==> config.mk <==
export PLATFORM = sky130hd
export DESIGN_NAME = iuq_ic_miss_arb
export DESIGN_NICKNAME = d
export VERILOG_FILES = /design/src/rtl/iuq_ic_miss_arb.sv
export SDC_FILE = /design/constraint.sdc
export NUM_CORES = 1
export LEC_CHECK = 0
export CAP_MARGIN = 15
export CORE_AREA = 2 2 109 111
export CTS_BUF_LIST = sky130_fd_sc_hd__clkbuf_8 sky130_fd_sc_hd__clkbuf_16
export DETAILED_ROUTE_END_ITERATION = 16
export DIE_AREA = 0 0 111 113
export PLACE_DENSITY = 0.79
export SETUP_SLACK_MARGIN = 0.02
export SLEW_MARGIN = 20
export SYNTH_ARGS = -nofsm -noshare
export SYNTH_HDL_FRONTEND = slang
export SYNTH_SLANG_ARGS = --single-unit
==> constraint.sdc <==
create_clock -name clk -period 5.39 [get_ports clk]
set_input_delay 1.3475 -clock clk [delete_from_list [all_inputs] [get_ports clk]]
set_output_delay 1.3475 -clock clk [all_outputs]
set_load 0.005 [all_outputs]
==> src/rtl/iuq_ic_miss_arb.sv <==
// iuq_ic_miss_arb: round-robin L2 request arbiter and in-flight miss tracker
// for the icache reload path. It issues one pending miss per cycle under
// credit flow control and compares each new miss address with the
// addresses already in flight.
//
// Ports:
//   sm_req/sm_ci/sm_addr/sm_cancel  per-SM pending request, CI flag,
//                                   line address and iu2 flush cancel
//   sm_release                      tag reload done, free tracker entry
//   new_miss_addr / addr_match      iu2 miss address vs in-flight tags
//   sm_gnt                          one-hot grant pulse back to the SMs
//   l2_req_*                        registered L2 request (tag/addr/ci)
//   l2_credit_ret / credit_err      credit return, sticky credit error
//
// Build option: define IUQ_MISS_ARB_ADDR_MATCH_EN to keep the tracker
// address storage and comparator. Otherwise addr_match is tied to 0.
module iuq_ic_miss_arb #(
    parameter int NUM_SM  = 4,
    parameter int CREDITS = 2,
    parameter int AW      = 42
) (
    input  logic                 clk,
    input  logic                 rst_n,
    input  logic [NUM_SM-1:0]    sm_req,
    input  logic [NUM_SM-1:0]    sm_ci,
    input  logic [NUM_SM*AW-1:0] sm_addr,
    input  logic [NUM_SM-1:0]    sm_cancel,
    input  logic [NUM_SM-1:0]    sm_release,
    input  logic [AW-1:0]        new_miss_addr,
    output logic                 addr_match,
    output logic [NUM_SM-1:0]    sm_gnt,
    output logic                 l2_req_val,
    output logic [2:0]           l2_req_tag,
    output logic [AW-1:0]        l2_req_addr,
    output logic                 l2_req_ci,
    input  logic                 l2_credit_ret,
    output logic                 credit_err
);

    localparam logic [2:0] CRED_MAX = 3'(CREDITS);

    logic [2:0]        cred;
    logic [2:0]        rr;
    logic [NUM_SM-1:0] trk_v;
    logic [NUM_SM-1:0] elig;
    logic [7:0]        elig_x;
    logic              win;
    logic [2:0]        g;
    logic [NUM_SM-1:0] gnt_oh;
    logic [AW-1:0]     sel_addr;
    logic              sel_ci;

    // A tag already in flight is never eligible, so an early re-request
    // by an SM is simply ignored until its release.
    assign elig   = sm_req & ~sm_cancel & ~trk_v;
    assign elig_x = 8'(elig);

    always_comb begin
        win = 1'b0;
        g   = 3'd0;
        for (int k = 0; k < NUM_SM; k++) begin
            if (!win && elig_x[3'((int'(rr) + k) % NUM_SM)]) begin
                win = 1'b1;
                g   = 3'((int'(rr) + k) % NUM_SM);
            end
        end
        if (cred == 3'd0) begin
            win = 1'b0;
        end
    end

    always_comb begin
        gnt_oh   = '0;
        sel_addr = '0;
        sel_ci   = 1'b0;
        for (int i = 0; i < NUM_SM; i++) begin
            if (g == 3'(i)) begin
                gnt_oh[i] = win;
                sel_addr  = sm_addr[i*AW +: AW];
                sel_ci    = sm_ci[i];
            end
        end
    end

    always_ff @(posedge clk or negedge rst_n) begin
        if (!rst_n) begin
            sm_gnt      <= '0;
            l2_req_val  <= 1'b0;
            l2_req_tag  <= 3'd0;
            l2_req_addr <= '0;
            l2_req_ci   <= 1'b0;
            rr          <= 3'd0;
            trk_v       <= '0;
        end else begin
            sm_gnt     <= gnt_oh;
            l2_req_val <= win;
            // Grant set beats a same-cycle release of that tag.
            trk_v      <= (trk_v & ~sm_release) | gnt_oh;
            if (win) begin
                l2_req_tag  <= g;
                l2_req_addr <= sel_addr;
                l2_req_ci   <= sel_ci;
                rr          <= 3'((int'(g) + 1) % NUM_SM);
            end
        end
    end

    // Issue with a same-cycle return nets to no change. A return with the
    // pool already full is dropped and flagged.
    always_ff @(posedge clk or negedge rst_n) begin
        if (!rst_n) begin
            cred       <= CRED_MAX;
            credit_err <= 1'b0;
        end else begin
            if (win && !l2_credit_ret) begin
                cred <= cred - 3'd1;
            end else if (!win && l2_credit_ret) begin
                if (cred >= CRED_MAX) begin
                    credit_err <= 1'b1;
                end else begin
                    cred <= cred + 3'd1;
                end
            end
        end
    end

`ifdef IUQ_MISS_ARB_ADDR_MATCH_EN
    logic [AW-1:0] trk_addr [NUM_SM];

    always_ff @(posedge clk or negedge rst_n) begin
        if (!rst_n) begin
            for (int i = 0; i < NUM_SM; i++) begin
                trk_addr[i] <= '0;
            end
        end else begin
            for (int i = 0; i < NUM_SM; i++) begin
                if (gnt_oh[i]) begin
                    trk_addr[i] <= sel_addr;
                end
            end
        end
    end

    // The entry being granted this cycle is not yet in trk_addr, so its
    // address is bypassed straight from the winning SM.
    always_comb begin
        addr_match = win && (sel_addr == new_miss_addr);
        for (int i = 0; i < NUM_SM; i++) begin
            if (trk_v[i] && (trk_addr[i] == new_miss_addr)) begin
                addr_match = 1'b1;
            end
        end
    end
`else
    logic unused_miss_addr;
    assign unused_miss_addr = ^new_miss_addr;
    assign addr_match       = 1'b0;
`endif

endmodule

==> flow_summary.ini, run 1 <==
[synthesis]
synth_flop_cell = dfrtp_1
synth-async-reset-ratio = 1.00
postSynthRegisterBits = 60
yosys.cell_types.count = 41
count_of_flip_flops_with_a_built_in_enable_after_synthesis = 0
synthesis.instances = 465
ys_warn_count = 0
synthesis.area_per_instance_um2 = 8.61
synth_seq_area_share = 0.375
mappedNetlistArea_um2 = 4000

[clock_tree]
cts_tree = yes
cts_htree_levels = 3
post_cts_setup_repair_bufs = 0
cts_made_buffers = 9
cts.root.buffer_cell = clkbuf_16
count_of_clock_tree_sinks = 60
clock_latency_ps = 320
hold_buffers = 0
postCtsResizedCells = 0
clkSlewWorstSetupHoldPaths_ps = 50
cts_buffer_depth = 2

[detailed_routing]
firstDrtPassIters = 4
average_wire_per_cell_in_the_routed_design_um = 15.7
drt-vias-per-instance = 5.19
drt-initial-drc-count = 175
route.vias.total = 4291
totalWireLength_mm = 13.0
detail-route-antenna-nets = 0
detail_route.drc_violations = 0

[timing]
grt_setup_unrepaired = false
finalCritPeriodShare = 0.824
skew_ps = 5.11
timing.setup.tns_ps = 0
worst_slew_margin_rel = 0.431
worst_slew_pin_slew_ps = 854
slew_violations = 0
setup_violations = 0
maxClockFrequency_mhz = 225
hold_violation_total_from_the_final_report = 0
finalCriticalPeriod_ps = 4440

[floorplan]
design.portCount = 282
core_um2 = 11300
die_h_um = 113
rows = 39
floorplan.initialDensity = 0.355
dieWidth_um = 111
die-area_um2 = 12500

[setup_path]
crit_path_top_delay_cell = a211oi_1
cp.arrival_ps = 4640
cp-start-kind = input port
criticalPathCategory = in -> reg
worst-path-max-fanout = 46
crit_chain = clkdlybuf4s50_1 > nor3b_1 > o32ai_1 > a211oi_1 > inv_1 > ha_2 > buf_12 > a21oi_1 > o21ai_0 > a22o_1 > mux2_2
worstSetupEndpointType = register
critPathTopFamily = compound AO/OA/AOI/OAI gates
crit_required_ps = 5590
worstPathBufferInverterCount = 3
slowest_delay_ps = 590

[placement]
dp.final_hpwl_mm = 9.56
post-place-cells = 812
globalplace.congestion = 0.925
number_of_port_buffers = 237
post_dp_cell_area_um2 = 6440

[global_routing]
initial_antenna_violation_count = 0
grt_usage = 0.201
vias_in_the_first_global_route = 4358
wire_length_of_the_first_global_routing_pass_mm = 20.5
overflow = 0
grt_start_max_net_pins = 61

[final_layout]
final_design_area_no_fill_um2 = 6730
finalNetCount = 916
layout_commonest_cell = clkdlybuf4s50_1
area_growth_syn_to_layout_pct = 68.1
layout-drive-gt1-share = 0.0877
postLayoutCoreUtil = 0.597
most-common-layout-cells = clkdlybuf4s50_1 (236), a21oi_1 (84), dfrtp_1 (59)
insertedDiodeCount = 0
fin_cells = 827

[power_and_ir_drop]
static-leakage-power_uw = 0.00294
power.density_nw_per_um2 = 439
totalPowerFinal_uw = 2950
max-vdd-ir-drop_v = 0.000190

[job]
cap_viol_max_count = 0

[run_status]
run_status = finished, final reports clean

[worst_hold_path]
worst_hold_path_type = reg -> reg
final cells by class:
type                       instances  area [um^2]
clock buffer                      10          239
clock inverter                     5         46.3
fill                             952         4540
inverter                          54          203
multi-input combinational        310         2120
sequential                        60         1500
tap                              143          179
timing repair buffer             245         2440
cells in the mapped netlist, types with 2 or more instances:
| master | number | area [um^2] |
|---|---|---|
| a221oi_1 | 2 | 17.5 |
| mux2_2 | 30 | 338 |
| o31ai_1 | 2 | 15.0 |
| a22o_1 | 45 | 394 |
| clkbuf_1 | 27 | 101 |
| buf_4 | 5 | 37.5 |
| o21ai_0 | 45 | 225 |
| nand2b_1 | 2 | 12.5 |
| nor2_1 | 5 | 18.8 |
| buf_1 | 3 | 11.3 |
| buf_2 | 4 | 20.0 |
| a21oi_1 | 84 | 420 |
| ha_1 | 6 | 75.1 |
| inv_1 | 54 | 203 |
| buf_6 | 3 | 33.8 |
| nand2_1 | 44 | 165 |
| nor2b_1 | 3 | 18.8 |
| mux2_1 | 16 | 180 |
| dfrtp_1 | 59 | 1480 |
| nor3_1 | 2 | 10.0 |
| and2_1 | 4 | 25.0 |
routing by layer:
layer,share of wire,up-vias,track usage,wire length [um]
met3,0.077,36,0.0562,1000
li1,-,2060,-,-
met2,0.50,187,0.370,6550
met1,0.39,2008,0.215,5030
met5,0,-,0,0
met4,0.032,0,0.0908,410
worst paths after layout:
check | from | to | slack (ps) | cells past startpoint
setup reg to reg | trk_v[3] | l2_req_addr[19] | 2060 | 10
hold / removal | credit_err | credit_err | 470 | 1
max in group asynchronous | rst_n | l2_req_addr[27] | 3680 | 2
setup / recovery | sm_req[3] | l2_req_addr[19] | 950 | 11
min in group asynchronous | rst_n | l2_req_addr[40] | 1190 | 2
hold reg to reg | credit_err | credit_err | 470 | 1
stage by stage:
stage	setup WS, ps	hold slack (ps)
global route	760	501
global placement	733	450
detailed placement	645	461
floorplan	1770	459
finish	948	469
CTS	980	477
kinds of logic (layout without fill, tap and decap cells):
| logic type | after synthesis | count (layout) | synth area share |
|---|---|---|---|
| buf+inv | 96 | 314 | 0.102 |
| simple gates | 68 | 68 | 0.0807 |
| compound gates | 185 | 185 | 0.284 |
| mux | 47 | 47 | 0.132 |
| fa+ha+maj | 7 | 7 | 0.0238 |
| xor+xnor | 1 | 1 | 0.00219 |
| other cells | 1 | 2 | 0.000937 |
| flops | 60 | 60 | 0.375 |
registers in the layout, indices dropped and copies added (netlist names):
register / cells
cred: 3
credit_err: 1
l2_req_addr: 42
l2_req_ci: 1
l2_req_tag: 2
l2_req_val: 1
rr: 2
sm_gnt: 4
trk_v: 4
where the power goes:
group | leakage, uW | total [uW] | switching (uW) | internal [uW]
Clock | 0.000152 | 548 | 187 | 361
Combinational | 0.00205 | 1630 | 708 | 924
Sequential | 0.000734 | 772 | 108 | 664
Total | 0.00294 | 2950 | 1000 | 1950
No activity file was read; power rests on OpenSTA's default activity.
==> run 2: changes to the inputs <==
--- a/config.mk
+++ b/config.mk
@@ -6,11 +6,11 @@
 export NUM_CORES = 1
 export LEC_CHECK = 0
 export CAP_MARGIN = 15
-export CORE_AREA = 2 2 109 111
+export CORE_MARGIN = 2
+export CORE_UTILIZATION = 32
 export CTS_BUF_LIST = sky130_fd_sc_hd__clkbuf_8 sky130_fd_sc_hd__clkbuf_16
 export DETAILED_ROUTE_END_ITERATION = 16
-export DIE_AREA = 0 0 111 113
-export PLACE_DENSITY = 0.79
+export PLACE_DENSITY = 0.76
 export SETUP_SLACK_MARGIN = 0.02
 export SLEW_MARGIN = 20
 export SYNTH_ARGS = -nofsm -noshare
==> constraint.sdc (replaced) <==
create_clock -name clk -period 3.65 [get_ports clk]
set_input_delay 0.9125 -clock clk [delete_from_list [all_inputs] [get_ports clk]]
set_output_delay 0.9125 -clock clk [all_outputs]
set_load 0.005 [all_outputs]
==> flow_summary.ini, run 2 (synthesized netlist as in run 1, its figures left out) <==
[setup_path]
crit_required_ps = 3850
cp-start-kind = input port
worstPathBufferInverterCount = 4
crit_path_top_delay_cell = clkdlybuf4s50_1
cp.arrival_ps = 3580
crit_chain = clkdlybuf4s50_1 > or3b_4 > o32ai_1 > a211oi_1 > buf_4 > ha_2 > buf_4 > a221oi_1 > o31ai_1 > buf_4 > mux2_1
slowest_delay_ps = 490
worstSetupEndpointType = register
worst_path_most_repeated_cell = buf_4
worst-path-max-fanout = 4
criticalPathCategory = in -> reg
critPathTopFamily = buffers and inverters

[clock_tree]
count_of_clock_tree_sinks = 60
hold_buffers = 0
clock_latency_ps = 320
cts_buffer_depth = 2
clkSlewWorstSetupHoldPaths_ps = 50
cts_htree_levels = 3
cts_made_buffers = 9
cts_tree = yes
post_cts_setup_repair_bufs = 0
postCtsResizedCells = 0
cts.root.buffer_cell = clkbuf_16

[timing]
hold_violation_total_from_the_final_report = 0
skew_ps = 6.69
slew_violations = 0
finalCriticalPeriod_ps = 3380
timing.final.ws_setup_ps = 269
setup_violations = 0
worst_slew_margin_rel = 0.482
worst_slew_pin_slew_ps = 777
maxClockFrequency_mhz = 296
grt_setup_unrepaired = false
finalCritPeriodShare = 0.926
timing.setup.tns_ps = 0

[floorplan]
core_um2 = 12100
design.portCount = 282
die_h_um = 116
die-area_um2 = 13400
floorplan.initialDensity = 0.330
rows = 40
dieWidth_um = 116

[power_and_ir_drop]
seq_power_share = 0.253
static-leakage-power_uw = 0.00305
power.density_nw_per_um2 = 650
power.share.clock = 0.188
power_frac_comb = 0.560
cell_internal_pwr_uw = 3030
max-vdd-ir-drop_v = 0.000281
swShare = 0.333
switchingPower_uw = 1510

[global_routing]
overflow = 0
grt_usage = 0.192
grt_start_max_net_pins = 61
initial_antenna_violation_count = 0
vias_in_the_first_global_route = 4307
wire_length_of_the_first_global_routing_pass_mm = 20.4

[job]
cap_viol_max_count = 0

[final_layout]
final_design_area_no_fill_um2 = 6980
area_growth_syn_to_layout_pct = 74.4
most-common-layout-cells = clkdlybuf4s50_1 (236), a21oi_1 (84), dfrtp_1 (59)
insertedDiodeCount = 0
register_with_the_highest_flop_count = l2_req_addr
layout-drive-gt1-share = 0.111
largest_register_ffs = 42
finalNetCount = 933
layout_commonest_cell = clkdlybuf4s50_1
largestRegisters = l2_req_addr x42, sm_gnt x4, trk_v x4

[worst_hold_path]
worst_hold_path_type = reg -> reg

[detailed_routing]
firstDrtPassIters = 5
drt-vias-per-instance = 4.90
route.vias.total = 4262
detail-route-antenna-nets = 0
average_wire_per_cell_in_the_routed_design_um = 14.9
drt-initial-drc-count = 187
detail_route.drc_violations = 0
totalWireLength_mm = 13.0

[placement]
dp.final_hpwl_mm = 9.62
number_of_port_buffers = 237
globalplace.congestion = 0.832
dp_worst_setup_slack_ps = -30.2
post_dp_cell_area_um2 = 6680

[run_status]
run_status = finished, final reports clean
-- run 2: final cells by class --
cell class	instances	area, um^2
sequential	60	1500
timing repair buffer	262	2640
inverter	54	203
tap	168	210
fill	1033	5130
multi-input combinational	310	2120
clock buffer	12	267
clock inverter	3	37.5
-- run 2: path summary, 6_finish.rpt --
path | from | slack [ps] | cells after the start | end
setup / recovery | sm_req[0] | 270 | 11 | l2_req_addr[41]
hold / removal | credit_err | 480 | 1 | credit_err
setup reg to reg | trk_v[0] | 940 | 10 | l2_req_addr[41]
hold reg to reg | credit_err | 480 | 1 | credit_err
max in group asynchronous | rst_n | 2380 | 2 | l2_req_addr[15]
min in group asynchronous | rst_n | 760 | 2 | l2_req_val
-- run 2: stage by stage --
step | utilization | cells | total power, uW | hold slack (ps)
5_1_grt | 0.576 | 869 | 4870 | 495
6_report | 0.576 | 869 | 4530 | 475
2_1_floorplan | - | 466 | 2510 | 459
3_3_place_gp | 0.551 | 854 | 3620 | 461
3_5_place_dp | 0.551 | 854 | 3710 | 464
4_1_cts | 0.576 | 869 | 4590 | 475
-- run 2: power by group through the flow --
stage	sequential (uW)	clock [uW]	combinational [uW]
global route	1190	911	2770
global placement	1140	0	2480
floorplan	1160	0	1350
CTS	1150	878	2570
detailed placement	1150	0	2550
finish	1150	851	2540
-- run 2: per-layer routing --
layer  global-route usage  vias up  wire [um]
met4               0.0730        0        235
met2                0.352      168       6490
li1                     -     2090          -
met1                0.214     1985       5110
met3               0.0481       19       1150
met5                    0        -          0
